**src/rtl/prio_interrupt_controller.sv**
```systemverilog
// Priority interrupt controller: edge/level sources, threshold, claim/complete handshake.
// Edge at cycle N pends at N+1 and raises irq_out at N+2; the CPU paces service via claim/complete.
module prio_interrupt_controller #(
    parameter int NUM_IRQ = 8,
    parameter int PRIO_W  = 3,
    parameter int ID_W    = $clog2(NUM_IRQ)
) (
    input  logic                      clk,
    input  logic                      rst_n,
    input  logic [NUM_IRQ-1:0]        irq_src,
    input  logic [NUM_IRQ-1:0]        irq_en,
    input  logic [NUM_IRQ-1:0]        irq_edge,
    input  logic [NUM_IRQ*PRIO_W-1:0] irq_prio,
    input  logic [PRIO_W-1:0]         threshold,
    input  logic                      claim,
    input  logic                      complete,
    output logic                      irq_out,
    output logic [ID_W-1:0]           irq_id,
    output logic [ID_W-1:0]           active_id,
    output logic                      in_service,
    output logic [NUM_IRQ-1:0]        irq_overflow
);

    typedef enum logic [1:0] {
        IDLE    = 2'd0,
        ASSERT  = 2'd1,
        SERVICE = 2'd2
    } state_t;

    state_t               state;
    logic [NUM_IRQ-1:0]   src_prev;
    logic [NUM_IRQ-1:0]   pending;
    logic [NUM_IRQ-1:0]   edge_hit;
    logic [NUM_IRQ-1:0]   pend_clr;
    logic [NUM_IRQ-1:0]   eligible;
    logic                 take_claim;
    logic                 any_elig;
    logic [ID_W-1:0]      win_id;
    logic [PRIO_W-1:0]    win_prio;

    assign take_claim = (state == ASSERT) && claim;
    assign edge_hit   = irq_src & ~src_prev;

    // Only the ID being claimed loses its pending bit, and only in edge mode.
    always_comb begin
        pend_clr = '0;
        if (take_claim) begin
            pend_clr[irq_id] = 1'b1;
        end
    end

    always_comb begin
        eligible = '0;
        for (int i = 0; i < NUM_IRQ; i++) begin
            eligible[i] = pending[i] & irq_en[i] &
                          (irq_prio[i*PRIO_W +: PRIO_W] > threshold);
        end
    end

    // Strict '>' while scanning upward keeps the lowest index on priority ties.
    always_comb begin
        any_elig = 1'b0;
        win_id   = '0;
        win_prio = '0;
        for (int i = 0; i < NUM_IRQ; i++) begin
            if (eligible[i] && (!any_elig || (irq_prio[i*PRIO_W +: PRIO_W] > win_prio))) begin
                any_elig = 1'b1;
                win_id   = ID_W'(i);
                win_prio = irq_prio[i*PRIO_W +: PRIO_W];
            end
        end
    end

    always_ff @(posedge clk or negedge rst_n) begin
        if (!rst_n) begin
            src_prev     <= '0;
            pending      <= '0;
            irq_overflow <= '0;
        end else begin
            src_prev     <= irq_src;
            pending      <= (irq_edge & (edge_hit | (pending & ~pend_clr))) |
                            (~irq_edge & irq_src);
            irq_overflow <= irq_overflow | (irq_edge & edge_hit & pending & ~pend_clr);
        end
    end

    always_ff @(posedge clk or negedge rst_n) begin
        if (!rst_n) begin
            state      <= IDLE;
            irq_out    <= 1'b0;
            irq_id     <= '0;
            active_id  <= '0;
            in_service <= 1'b0;
        end else begin
            case (state)
                IDLE: begin
                    if (any_elig) begin
                        irq_id  <= win_id;
                        irq_out <= 1'b1;
                        state   <= ASSERT;
                    end
                end
                ASSERT: begin
                    if (claim) begin
                        active_id  <= irq_id;
                        in_service <= 1'b1;
                        irq_out    <= 1'b0;
                        state      <= SERVICE;
                    end else if (!any_elig) begin
                        irq_out <= 1'b0;
                        state   <= IDLE;
                    end else begin
                        irq_id <= win_id;
                    end
                end
                SERVICE: begin
                    irq_out <= 1'b0;
                    if (complete) begin
                        in_service <= 1'b0;
                        state      <= IDLE;
                    end
                end
                default: begin
                    irq_out    <= 1'b0;
                    in_service <= 1'b0;
                    state      <= IDLE;
                end
            endcase
        end
    end

endmodule

```
**config.mk**
```make
export PLATFORM = sky130hd
export DESIGN_NAME = prio_interrupt_controller
export DESIGN_NICKNAME = d
export VERILOG_FILES = /design/src/rtl/prio_interrupt_controller.sv
export SDC_FILE = /design/constraint.sdc
export NUM_CORES = 1
export LEC_CHECK = 0
export BUFFER_PORTS_ARGS = -buffer_cell sky130_fd_sc_hd__buf_2
export CAP_MARGIN = 30
export CORE_MARGIN = 2
export CORE_UTILIZATION = 55
export CTS_BUF_LIST = sky130_fd_sc_hd__clkbuf_2 sky130_fd_sc_hd__clkbuf_4 sky130_fd_sc_hd__clkbuf_8
export DETAILED_ROUTE_END_ITERATION = 8
export PLACE_DENSITY = 0.81
export SETUP_SLACK_MARGIN = 0.3
export SLEW_MARGIN = 20
export SYNTH_ARGS = -nofsm -noshare
export SYNTH_HDL_FRONTEND = slang
export SYNTH_SLANG_ARGS = --single-unit
```
**constraint.sdc**
```tcl
create_clock -name clk -period 12.4 [get_ports clk]
set_input_delay 0.62 -clock clk [delete_from_list [all_inputs] [get_ports clk]]
set_output_delay 0.62 -clock clk [all_outputs]
set_load 0.005 [all_outputs]
```
---- Yosys cells after proc, flatten, opt, wreduce, memory -nomap -nowiden ----
Cells that the tools add are included.
word-level totals
  register bits after elaboration ......... 34
  word-level logic and storage cells ...... 132
cells by class
  magnitude comparators ................... 17
  eq/ne operators ......................... 7
  muxes and demuxes ....................... 40
  bitwise operators ....................... 30
  reductions and logical operators ........ 30
operators with widths
  cell                count
  $and 8x8->8         7
  $gt 3x3->1          15
  $mux 3              15
  $not 8->8           3
  $or 8x8->8          3
  $and 1x1->1         16
  $mux 1              15
  $logic_and 1x1->1   9
  $mux 2              4
  $mux 8              1
  $ne 2x2->1 const B  4
  $logic_not 1->1     7
  $logic_or 1x1->1    7
  $pmux 2 s3          1
  $pmux 3 s2          1
  $reduce_and 2->1    3
  $reduce_and 3->1    2
  $lt 3x4->1 const B  1
  $demux 1 s3         1
  $ge 3x1->1 const B  1
  $ne 3x3->1 const B  1
  $pmux 1 s3          1
  $eq 2x1->1 const B  1
  $eq 2x2->1 const B  1
  4 further kinds     4

---- Longest topological paths before layout ----
Gate-level depths: netlist of the first run.
  depth after elaboration ................. 34
  gate-level depth with buffers ........... 60

---- Worst setup path after synthesis of the first run ----
No wires, ideal clock.
  kind .................................... input to register
  from .................................... input port threshold[1]
  to ...................................... register irq_id[0]
  data arrival time ....................... 10062 ps
  path slack .............................. 2195 ps
  cell stages on the path ................. 56
  path buffers ............................ 2
  path through ............................ inv_1 -> ha_1 -> nor2b_4 -> o311a_4 -> nand3_1 -> ha_1 -> a211o_1 -> a211oi_1 -> nor2_1 -> a22oi_1 -> ha_1 -> nor2b_1 -> o21a_1 -> o21ai_0 -> a21boi_4 -> nor2b_1 -> or2_2 -> ha_1 -> [20 not listed] -> nand2_1 -> o21a_1 -> a21oi_1 -> ha_1 -> a21o_1 -> a21oi_1 -> a311o_1 -> o31a_1 -> o22a_1 -> o31ai_1 -> ha_1 -> inv_1 -> a21o_1 -> a21oi_1 -> a311oi_1 -> a211oi_1 -> o2bb2ai_1 -> a31oi_1
on the way
  longest elaborated chain between the ends .. 34
  elaborated cells on any way between the ends .. 69
  classes of those cells .................. order compare (15); mux (25); bitwise (8); reduce/logical (21)
RTL lines
  what                                           line     RTL
  start: declaration                             14       input logic [PRIO_W-1:0] threshold,
  $gt 3x3->1                                     56       (irq_prio[i*PRIO_W +: PRIO_W] > threshold);
  $and 1x1->1                                    55       eligible[i] = pending[i] & irq_en[i] &
  $mux 3 or $mux 1 (tied branches)               66       if (eligible[i] && (!any_elig || (irq_prio[i*PRIO_W +: PRIO_W] > win_prio))) begin
  $gt 3x3->1 or $logic_not 1->1 (tied branches)  66
  $logic_or 1x1->1                               66
  $logic_and 1x1->1                              66
  $mux 3 or $mux 1 (tied branches)               66
  $gt 3x3->1 or $logic_not 1->1 (tied branches)  66
  [18 not listed]                                -
  $mux 3 or $mux 1 (tied branches)               66
  $gt 3x3->1 or $logic_not 1->1 (tied branches)  66
  $logic_or 1x1->1                               66
  $logic_and 1x1->1                              66
  $mux 3 or $mux 1 (tied branches)               66
  $mux 3 *                                       97, 109
  $mux 3                                         104      if (claim) begin
  $pmux 3 s2 *                                   95       case (state)
  end signal: assignment                         98       irq_id <= win_id;
  end signal: assignment                         113      irq_id <= win_id;
  end: declaration                               18       output logic [ID_W-1:0] irq_id,
Every way passes the cells marked *; elsewhere a longest branch is shown, timed or not. The select of a mux whose other input is x is not followed.
A chain may end at the register's enable or synchronous reset.

---- Final worst setup path of the first run ----
Same ends and word-level chain as after synthesis.

==> results of run 1 <==
path summary, 6_finish.rpt:
kind / slack, ns / depth (start not counted) / to / from
setup reg to reg: 2.09 / 51 / irq_id[0]$_DFFE_PN0P_ / pending[0]$_DFF_PN0_
setup / recovery: 1.23 / 56 / irq_id[0]$_DFFE_PN0P_ / threshold[1]
min in group clk: 0.46 / 1 / irq_overflow[1]$_DFF_PN0_ / irq_overflow[1]$_DFF_PN0_
max in group asynchronous: 11.54 / 1 / irq_id[1]$_DFFE_PN0P_ / rst_n
hold / removal: 0.39 / 1 / irq_overflow[5]$_DFF_PN0_ / rst_n
hold reg to reg: 0.46 / 1 / irq_overflow[1]$_DFF_PN0_ / irq_overflow[1]$_DFF_PN0_
Yosys cell counts (2+ instances only):
master | number | area share (%)
ha_1 | 45 | 20
dfrtp_1 | 34 | 30
inv_1 | 25 | 3.4
nand2_1 | 24 | 3.2
nor2_1 | 17 | 2.3
nand3_1 | 16 | 2.9
nor2b_1 | 14 | 3.1
a31oi_1 | 13 | 2.9
o21ai_0 | 13 | 2.3
a21o_1 | 12 | 3.2
a21oi_1 | 9 | 1.6
a31o_2 | 9 | 2.8
nor3_1 | 9 | 1.6
o21a_1 | 9 | 2.4
a221oi_1 | 3 | 0.94
and2_1 | 3 | 0.67
mux2_2 | 3 | 1.2
o2111ai_1 | 3 | 0.94
o2bb2ai_1 | 3 | 0.94
or2_2 | 3 | 0.67
a211oi_1 | 2 | 0.54
a22oi_1 | 2 | 0.54
a41oi_1 | 2 | 0.63
o311a_1 | 2 | 0.72
o311ai_1 | 2 | 0.63
o31ai_1 | 2 | 0.54
per-layer routing:
metal  GRT usage [%]  up-vias  part of all wire, %
met1            35.0     1220                   46
met2            41.7       82                   47
met5               0        -                    0
met4            6.43        0                  1.5
li1                -     1300                    -
met3            4.89       13                  5.8
power by group through the flow:
stage               clock network, mW  registers [mW]  logic, mW
detailed placement                  0           0.160      0.166
global route                   0.0925           0.162      0.188
CTS                            0.0872           0.159      0.167
finish                         0.0857           0.159      0.167
floorplan                           0           0.154      0.109
global placement                    0           0.158      0.159
cell type report:
type	instances	area share, %
timing repair buffer	71	10.8
inverter	25	2.82
clock inverter	1	0.151
multi-input combinational	242	55.4
sequential	34	25.6
clock buffer	7	2.71
tap	67	2.52
kinds of logic (layout without fill, tap and decap cells):
| group | count (synthesis) | after routing | synth area share, % |
|---|---|---|---|
| AO/OA/AOI/OAI | 103 | 103 | 28.3 |
| adder cells (fa/ha/maj) | 45 | 45 | 20.1 |
| buffers and inverters | 27 | 104 | 3.67 |
| flip-flops | 34 | 34 | 30.4 |
| multiplexers | 3 | 3 | 1.21 |
| AND/OR/NAND/NOR | 91 | 91 | 16.2 |
metrics by stage:
stage	setup slack, ns	hold WS (ns)
3_5_place_dp	1.03	0.449
5_1_grt	0.402	0.451
4_1_cts	1.36	0.416
2_1_floorplan	2.19	0.324
3_3_place_gp	1.30	0.445
6_report	1.23	0.392
sequential cells by signal, summed over array words and instances (netlist names):
| register | count |
|---|---|
| irq_overflow | 8 |
| pending | 8 |
| src_prev | 8 |
| active_id | 3 |
| irq_id | 3 |
| state | 2 |
| in_service | 1 |
| irq_out | 1 |
critical path, delay by kind of cell:
family,cells,cell delay (ns)
fa+ha+maj,8,2.26
buf+inv,4,0.64
simple gates,11,2.03
compound gates,33,5.74
==> key figures, run 1 <==
Timing
  • Worst Clk Skew: slightly below 0.008 ns
  • Unrepaired setup endpoints after global routing: no
  • Setup TNS: 0 ns
  • Max_slew headroom: 50.7%
  • Setup violators final: 0
  • Clock period minus final worst setup slack: 11.17 ns
  • Final hold violation count: 0
  • Tightest Pin Transition: between 0.7 and 0.8 ns
  • Fmax achieved: 0.0895 GHz
  • Tcrit/Tclk final: roughly 90%
  • Max Slew Vio Count: 0

Yosys
  • Synth Flop Type: dfrtp_1
  • Syn Std Cell Area: roughly 0.0028 mm^2
  • Fraction of registers with async set/reset: 100%
  • EDFF count, synth: 0
  • Seq cells post-synth: 34
  • Post-synthesis sequential area ratio: 30.4%
  • Synth Instances: roughly 300
  • Syn Area/Cell: 9.23 um^2
  • Netlist cell types: 50
  • Net Count, Synth: 403
  • Yosys warnings: 0

Placed design
  • Area after DPL: about 0.0032 mm^2
  • Port Buffers: 70
  • Post-DP HPWL: 5430 um
  • DP Cell Count: around 440
  • Gpl congestion: roughly 0.89

Cells and area
  • Area of the multi-input gates: around 0.0018 mm^2
  • Final std cells w/o fill: between 400 and 500
  • Reg area: approximately 850 um^2
  • Most frequent cells in the layout: buf_2, ha_1, dfrtp_1, inv_1, nand2_1
  • Commonest non-fill, non-tap cell in the layout: buf_2
  • FILL cells: roughly 420
  • Layout cells sized above 1: 27.1%
  • Total Nets Final: approximately 480
  • Diode count: 0
  • Synth-to-Final Area Change: 18.9%
  • Design Area, Final: roughly 0.0033 mm^2
  • Final core occ: 69.0%

Global route
  • Largest net degree at the start of global routing: 35
  • First-pass GRT wire length: between 10,000 and 15,000 um
  • Total GRT Usage: around a quarter
  • GR Overflow Total: 0
  • Initial antenna violation count: 0
  • Vias in the first global route: between 2,000 and 2,500

Run
  • Max cap viols: 0

Clock tree
  • Clock-pin slew on the worst setup and hold paths: 0.07 ns
  • Clk buf depth: 2
  • CTS resizes: 0
  • CTS H-Tree Depth: 2
  • Root Buffer: clkbuf_8
  • TritonCTS buffer count: 5
  • Worst-skew pair later-pin latency: about 0.28 ns
  • Total setup buffers inserted after CTS: 0
  • CTS tree: done
  • Clk sinks: 34
  • Hold_buf cts: 0

Drt
  • Drt first pass iters: 4
  • Detail Route Antenna Nets: 0
  • DRT iter0 DRCs: around 120
  • Remaining DRCs: 0
  • WL final: 6740 um
  • Via count: ~2,600
  • Via/cell ratio: 5.85
  • DR WL/cell: around 15 um

Setup path
  • Cell mode on critical path: ha_1
  • Worst path slowest cell: a211oi_1
  • Worst Path Required: 12.54 ns
  • Crit path DAT: roughly 11 ns
  • Setup crit start kind: primary input
  • Critical path class: in -> reg
  • CP max FO: 11
  • CP Capture Type: flop
  • Critical Path Max Stage Delay: around 0.42 ns

Floorplan
  • I/O pins: 71
  • Starting Density: between 50% and 60%
  • Row count: 25
  • Die Wd: 75.3 um
  • Die height: 75.3 um
  • CORE AREA: 0.00482 mm^2
  • Die ar.: between 0.005 and 0.006 mm^2

Power
  • PD cells: about 120 mW/mm^2
  • Gate power share: about 41%
  • Pint: 0.259 mW
  • Switch Pwr: 0.152 mW
  • Tot Pwr: between 0.4 and 0.5 mW
  • Sequential share of power: 38.6%
  • VDD IR-drop max: ~0.000096 V
  • Sw frac: between 30% and 40%
  • Clock share of power: a little over a fifth
  • P_leak: ~1.6 nW

Run status
  • Status: complete, no violations

Min path
  • Hold WC Path Type: in -> async
(Power assumes the default switching activity.)
==> inputs of run 2 (changes only) <==
Settings changed: BUFFER_PORTS_ARGS -buffer_cell sky130_fd_sc_hd__buf_2 to -buffer_cell sky130_fd_sc_hd__clkbuf_2, CORE_MARGIN 2 to 5.
==> run 2 against run 1 <==
Compared with the run above: non-clock buffer count is the same; wire length grew 3.1%; design area grew 0.15%; clock skew grew 0.00090 ns; total power shrank 1.3%; final cell count grew 0.67%; clock-buffer cell count shrank 1; critical path type unchanged; largest power group unchanged; first-iteration DRC count grew 23%; combinational power is essentially flat.
==> key figures, run 2 (same netlist as run 1, synthesis figures left out) <==
Run status
  • Status: complete, no violations

Drt
  • WL final: ~6900 um
  • Via/cell ratio: between 5 and 6
  • Detail Route Antenna Nets: 0
  • Drt first pass iters: 4
  • Remaining DRCs: 0
  • DRT iter0 DRCs: 149
  • DR WL/cell: ~15 um
  • Via count: roughly 2,700

Setup path
  • Worst flop-to-flop path endpoint: irq_id[0]$_DFFE_PN0P_
  • Crit Reg-Reg Startpoint: pending[0]$_DFF_PN0_
  • Buf+Inv Stages, Crit Path: 4
  • Worst path slowest cell: a211oi_1
  • Crit path DAT: 11.23 ns
  • CP Capture Type: flop
  • Internal reg-to-reg setup slack: approximately 2.2 ns
  • Setup crit start kind: primary input
  • Worst Path Required: between 10 and 15 ns
  • Cell mode on critical path: ha_1
  • CP max FO: 12
  • Critical Path Max Stage Delay: slightly above 0.4 ns
  • Worst reg-to-reg path cell count: 52
  • Critical path class: in -> reg
  • Top Family by Delay on Critical Path: compound AO/OA/AOI/OAI gates

Power
  • VDD IR-drop max: 0.0000927 V
  • P_leak: around 1.6 nW
  • Tot Pwr: just over 0.4 mW
  • PD cells: 122 mW/mm^2

Placed design
  • Port Buffers: 70
  • Gpl congestion: 0.957
  • Post-DP HPWL: roughly 5600 um
  • Pre-CTS setup slack: ~1.1 ns

Timing
  • Unrepaired setup endpoints after global routing: no
  • Max Slew Vio Count: 0
  • Clock period minus final worst setup slack: roughly 11 ns
  • Setup TNS: 0 ns
  • Max_slew headroom: 46.0%
  • Tightest Pin Transition: 0.810 ns
  • Tcrit/Tclk final: 89.4%
  • Worst setup margin: 1.32 ns
  • Fmax achieved: around 0.09 GHz
  • Final hold violation count: 0
  • Setup violators final: 0
  • Worst Clk Skew: approximately 0.0087 ns

Floorplan
  • Die Wd: 81.3 um
  • CORE AREA: 0.00501 mm^2
  • Die ar.: roughly 0.0066 mm^2
  • Starting Density: between 50% and 60%
  • Die height: roughly 81 um
  • I/O pins: approximately 70
  • Row count: 26

Clock tree
  • Worst-skew pair later-pin latency: 0.29 ns
  • Clk buf depth: 2
  • TritonCTS buffer count: 5
  • CTS H-Tree Depth: 2
  • Clock-pin slew on the worst setup and hold paths: ~0.070 ns
  • Clk sinks: 34
  • CTS tree: done
  • Root Buffer: clkbuf_8

Global route
  • Largest net degree at the start of global routing: 35
  • Initial antenna violation count: 0
  • Vias in the first global route: ~2,600
  • Total GRT Usage: between 20% and 30%
  • First-pass GRT wire length: 11,700 um
  • GR Overflow Total: 0

Min path
  • Hold WC Path Type: in -> async

Cells and area
  • Synth-to-Final Area Change: 19.1%
  • Diode count: 0
  • Commonest non-fill, non-tap cell in the layout: clkbuf_2
  • Most frequent cells in the layout: clkbuf_2, ha_1, dfrtp_1, inv_1, nand2_1
  • Biggest regs: irq_overflow x8, pending x8, src_prev x8
  • Layout cells sized above 1: between 20% and 30%
  • FILL cells: ~440
  • Total Nets Final: around 480

Run
  • Max cap viols: 0
[run 2: power breakdown]
group	internal, mW	switching (mW)	total, mW	leakage, nW
Sequential	0.134	0.0249	0.158	0.374
Clock	0.0417	0.0397	0.0814	0.0486
Combinational	0.0785	0.0871	0.166	1.20
[run 2: repair_timing]
action,CTS,global route
hold buffers,0,0
gates resized for setup,0,1
setup endpoints to repair,0,2
buffers inserted,0,0
[run 2: cell type report]
type                       count  area (um^2)  share of cell area (%)
clock buffer                   6         76.3                    2.29
inverter                      25         93.8                    2.82
tap                           70         87.6                    2.63
sequential                    34          851                    25.6
timing repair buffer          71          358                    10.8
multi-input combinational    242         1850                    55.5
clock inverter                 2         13.8                   0.414
[run 2: worst reg2reg max path, delay by kind of cell, from the launching register on]
family / cells / cell delay, ns
buffers and inverters: 2 / 0.23
AOI/OAI and AO/OA: 33 / 5.72
DFF: 1 / 0.39
adders and majority gates: 7 / 1.96
and+or+nand+nor: 10 / 1.80
[run 2: stage by stage]
step	hold WS, ns	instance area (um^2)	cells	utilization (%)
2_1_floorplan	0.324	2800	303	-
3_3_place_gp	0.450	3230	442	64.5
3_5_place_dp	0.456	3230	442	64.5
4_1_cts	0.432	3320	450	66.3
5_1_grt	0.457	3330	450	66.4
6_report	0.408	3330	450	66.4
[run 2: worst max path at each step]
stage | end | from | cells past startpoint | slack (ns)
2_1_floorplan | irq_id[0]$_DFFE_PN0P_ | threshold[1] | 56 | 2.19
3_3_place_gp | irq_id[0]$_DFFE_PN0P_ | threshold[1] | 55 | 1.20
3_5_place_dp | irq_id[0]$_DFFE_PN0P_ | threshold[1] | 56 | 1.12
4_1_cts | irq_id[0]$_DFFE_PN0P_ | threshold[1] | 56 | 1.40
5_1_grt | irq_id[0]$_DFFE_PN0P_ | threshold[1] | 57 | 0.32
6_report | irq_id[0]$_DFFE_PN0P_ | threshold[1] | 56 | 1.32
[run 2: layer usage]
| layer | vias up | share of wire (%) | GRT usage [%] | wire length [um] |
|---|---|---|---|---|
| met4 | 0 | 2.0 | 7.77 | 140 |
| met3 | 15 | 7.5 | 4.77 | 518 |
| met5 | - | 0 | 0 | 0 |
| met1 | 1262 | 43 | 30.5 | 2960 |
| met2 | 87 | 48 | 36.0 | 3330 |
| li1 | 1304 | - | - | - |
==> inputs of run 3 (changes only) <==
--- a/config.mk
+++ b/config.mk
@@ -13,2 +13,3 @@
 export DETAILED_ROUTE_END_ITERATION = 8
+export GPL_TIMING_DRIVEN = 0
 export PLACE_DENSITY = 0.81
--- a/constraint.sdc
+++ b/constraint.sdc
@@ -3,2 +3,2 @@
 set_output_delay 0.62 -clock clk [all_outputs]
-set_load 0.005 [all_outputs]
+set_load 0.02 [all_outputs]
==> run 3 against run 2 <==
Compared with the run above: utilization is 0.77 points higher; combinational power is 11% higher; critical path depth is 1 lower; die area stayed put; critical endpoint unchanged.
==> key figures, run 3 (same netlist as run 1, synthesis figures left out) <==
Global route
  • GR Overflow Total: 0
  • Largest net degree at the start of global routing: 35
  • Vias in the first global route: between 2,000 and 3,000
  • Initial antenna violation count: 0
  • First-pass GRT wire length: 11,800 um
  • Total GRT Usage: a little under a quarter

Cells and area
  • Layout cells sized above 1: about 28%
  • Total Nets Final: approximately 480
  • Final core occ: approximately two thirds
  • Biggest regs: irq_overflow x8, pending x8, src_prev x8
  • Commonest non-fill, non-tap cell in the layout: clkbuf_2
  • FILL cells: 456
  • Reg area: 851 um^2
  • Diode count: 0
  • Synth-to-Final Area Change: 20.5%
  • Area of the multi-input gates: 0.00185 mm^2
  • Most frequent cells in the layout: clkbuf_2, ha_1, dfrtp_1, inv_1, nand2_1
  • Final std cells w/o fill: around 450

Clock tree
  • TritonCTS buffer count: 5
  • Worst-skew pair later-pin latency: 0.29 ns
  • Clock-pin slew on the worst setup and hold paths: 0.07 ns
  • CTS H-Tree Depth: 2
  • CTS tree: done
  • Clk sinks: 34
  • Root Buffer: clkbuf_8
  • Hold_buf cts: 0
  • Clk buf depth: 2

Setup path
  • Critical path class: in -> reg
  • Cell mode on critical path: ha_1
  • Worst Path Required: between 10 and 15 ns
  • Stages on the worst setup path: 55
  • Crit path DAT: 11.47 ns
  • Critical Path Max Stage Delay: ~0.4 ns
  • Top Family by Delay on Critical Path: compound AO/OA/AOI/OAI gates
  • Setup crit start kind: primary input
  • Worst path slowest cell: a31oi_1
  • Worst reg-to-reg path cell count: 52
  • CP max FO: 10
  • CP Capture Type: flop
  • Buf+Inv Stages, Crit Path: 5

Timing
  • Fmax achieved: 0.0883 GHz
  • Unrepaired setup endpoints after global routing: no
  • Tightest Pin Transition: 0.814 ns
  • Max_slew headroom: between 40% and 50%
  • Worst Clk Skew: 0.00611 ns
  • Setup violators final: 0
  • Final hold violation count: 0
  • Setup TNS: 0 ns
  • Max Slew Vio Count: 0
  • Tcrit/Tclk final: between 90 and 100%
  • Hold_ws: 0.415 ns
  • Clock period minus final worst setup slack: around 11 ns

Drt
  • DR WL/cell: around 15 um
  • DRT iter0 DRCs: between 100 and 150
  • Detail Route Antenna Nets: 0
  • Drt first pass iters: 4
  • Remaining DRCs: 0
  • Via/cell ratio: ~6
  • WL final: 6910 um
  • Via count: 2,646

Placed design
  • Post-DP HPWL: between 5000 and 6000 um
  • Gpl congestion: ~0.87
  • DP Cell Count: about 440
  • Port Buffers: 70

Floorplan
  • Die height: roughly 81 um
  • I/O pins: 71
  • Row count: 26
  • Starting Density: 55.8%
  • Die ar.: 0.00661 mm^2
  • CORE AREA: 0.00501 mm^2
  • Die Wd: roughly 81 um

Power
  • VDD IR-drop max: 0.000141 V
  • PD cells: around 130 mW/mm^2
  • P_leak: ~1.6 nW

Run status
  • Status: complete, no violations

Min path
  • Hold WC Path Type: in -> async

Run
  • Max cap viols: 0
==> run 3: power breakdown <==
part / internal (mW) / switching, mW / leakage, nW / total [mW]
Combinational: 0.0795 / 0.105 / 1.21 / 0.185
Clock: 0.0621 / 0.0395 / 0.0548 / 0.102
Sequential: 0.134 / 0.0258 / 0.374 / 0.159
Total: 0.275 / 0.171 / 1.64 / 0.446
==> run 3: worst paths after layout <==
kind	startpoint	end	slack, ns
setup / recovery	threshold[1]	irq_id[0]$_DFFE_PN0P_	1.08
hold / removal	rst_n	src_prev[0]$_DFF_PN0_	0.41
setup reg to reg	pending[0]$_DFF_PN0_	irq_id[0]$_DFFE_PN0P_	1.94
hold reg to reg	irq_overflow[6]$_DFF_PN0_	irq_overflow[6]$_DFF_PN0_	0.47
max in group asynchronous	rst_n	irq_out$_DFFE_PN0P_	11.46
min in group clk	irq_src[7]	src_prev[7]$_DFF_PN0_	0.47
==> run 3: timing repair <==
item                       4_1_cts  5_1_grt
buffers inserted                 0        2
setup endpoints to repair        0        3
resized for setup                0        1
==> run 3: metrics by stage <==
| step | power, mW | worst slack, ns | cell area, um^2 |
|---|---|---|---|
| floorplan | 0.281 | 2.19 | 2800 |
| global placement | 0.335 | 0.924 | 3230 |
| detailed placement | 0.341 | 0.825 | 3230 |
| CTS | 0.447 | 1.09 | 3350 |
| global route | 0.483 | 0.275 | 3370 |
| finish | 0.446 | 1.08 | 3370 |
==> run 3: cell type report <==
| type | instances | area share (%) |
|---|---|---|
| Buffer | 2 | 0.260 |
| Tap cell | 70 | 2.60 |
| Clock buffer | 6 | 2.27 |
| Inverter | 25 | 2.79 |
| Clock inverter | 2 | 1.11 |
| Timing Repair Buffer | 72 | 10.9 |
| Sequential cell | 34 | 25.3 |
| Multi-Input combinational cell | 242 | 54.8 |
==> run 3: routing by layer <==
metal	wire, um	global-route usage, %	up-vias
li1	-	-	1303
met1	3020	29.7	1258
met2	3350	38.3	73
met3	424	4.21	12
met4	119	8.11	0
met5	0	0	-
==> run 3: worst reg2reg max path, delay by kind of cell (launching register included) <==
kind | cells | cell delay, ns
adders and majority gates | 7 | 1.97
buffers and inverters | 3 | 0.50
AOI/OAI and AO/OA | 33 | 5.92
DFF | 1 | 0.40
and+or+nand+nor | 9 | 1.54
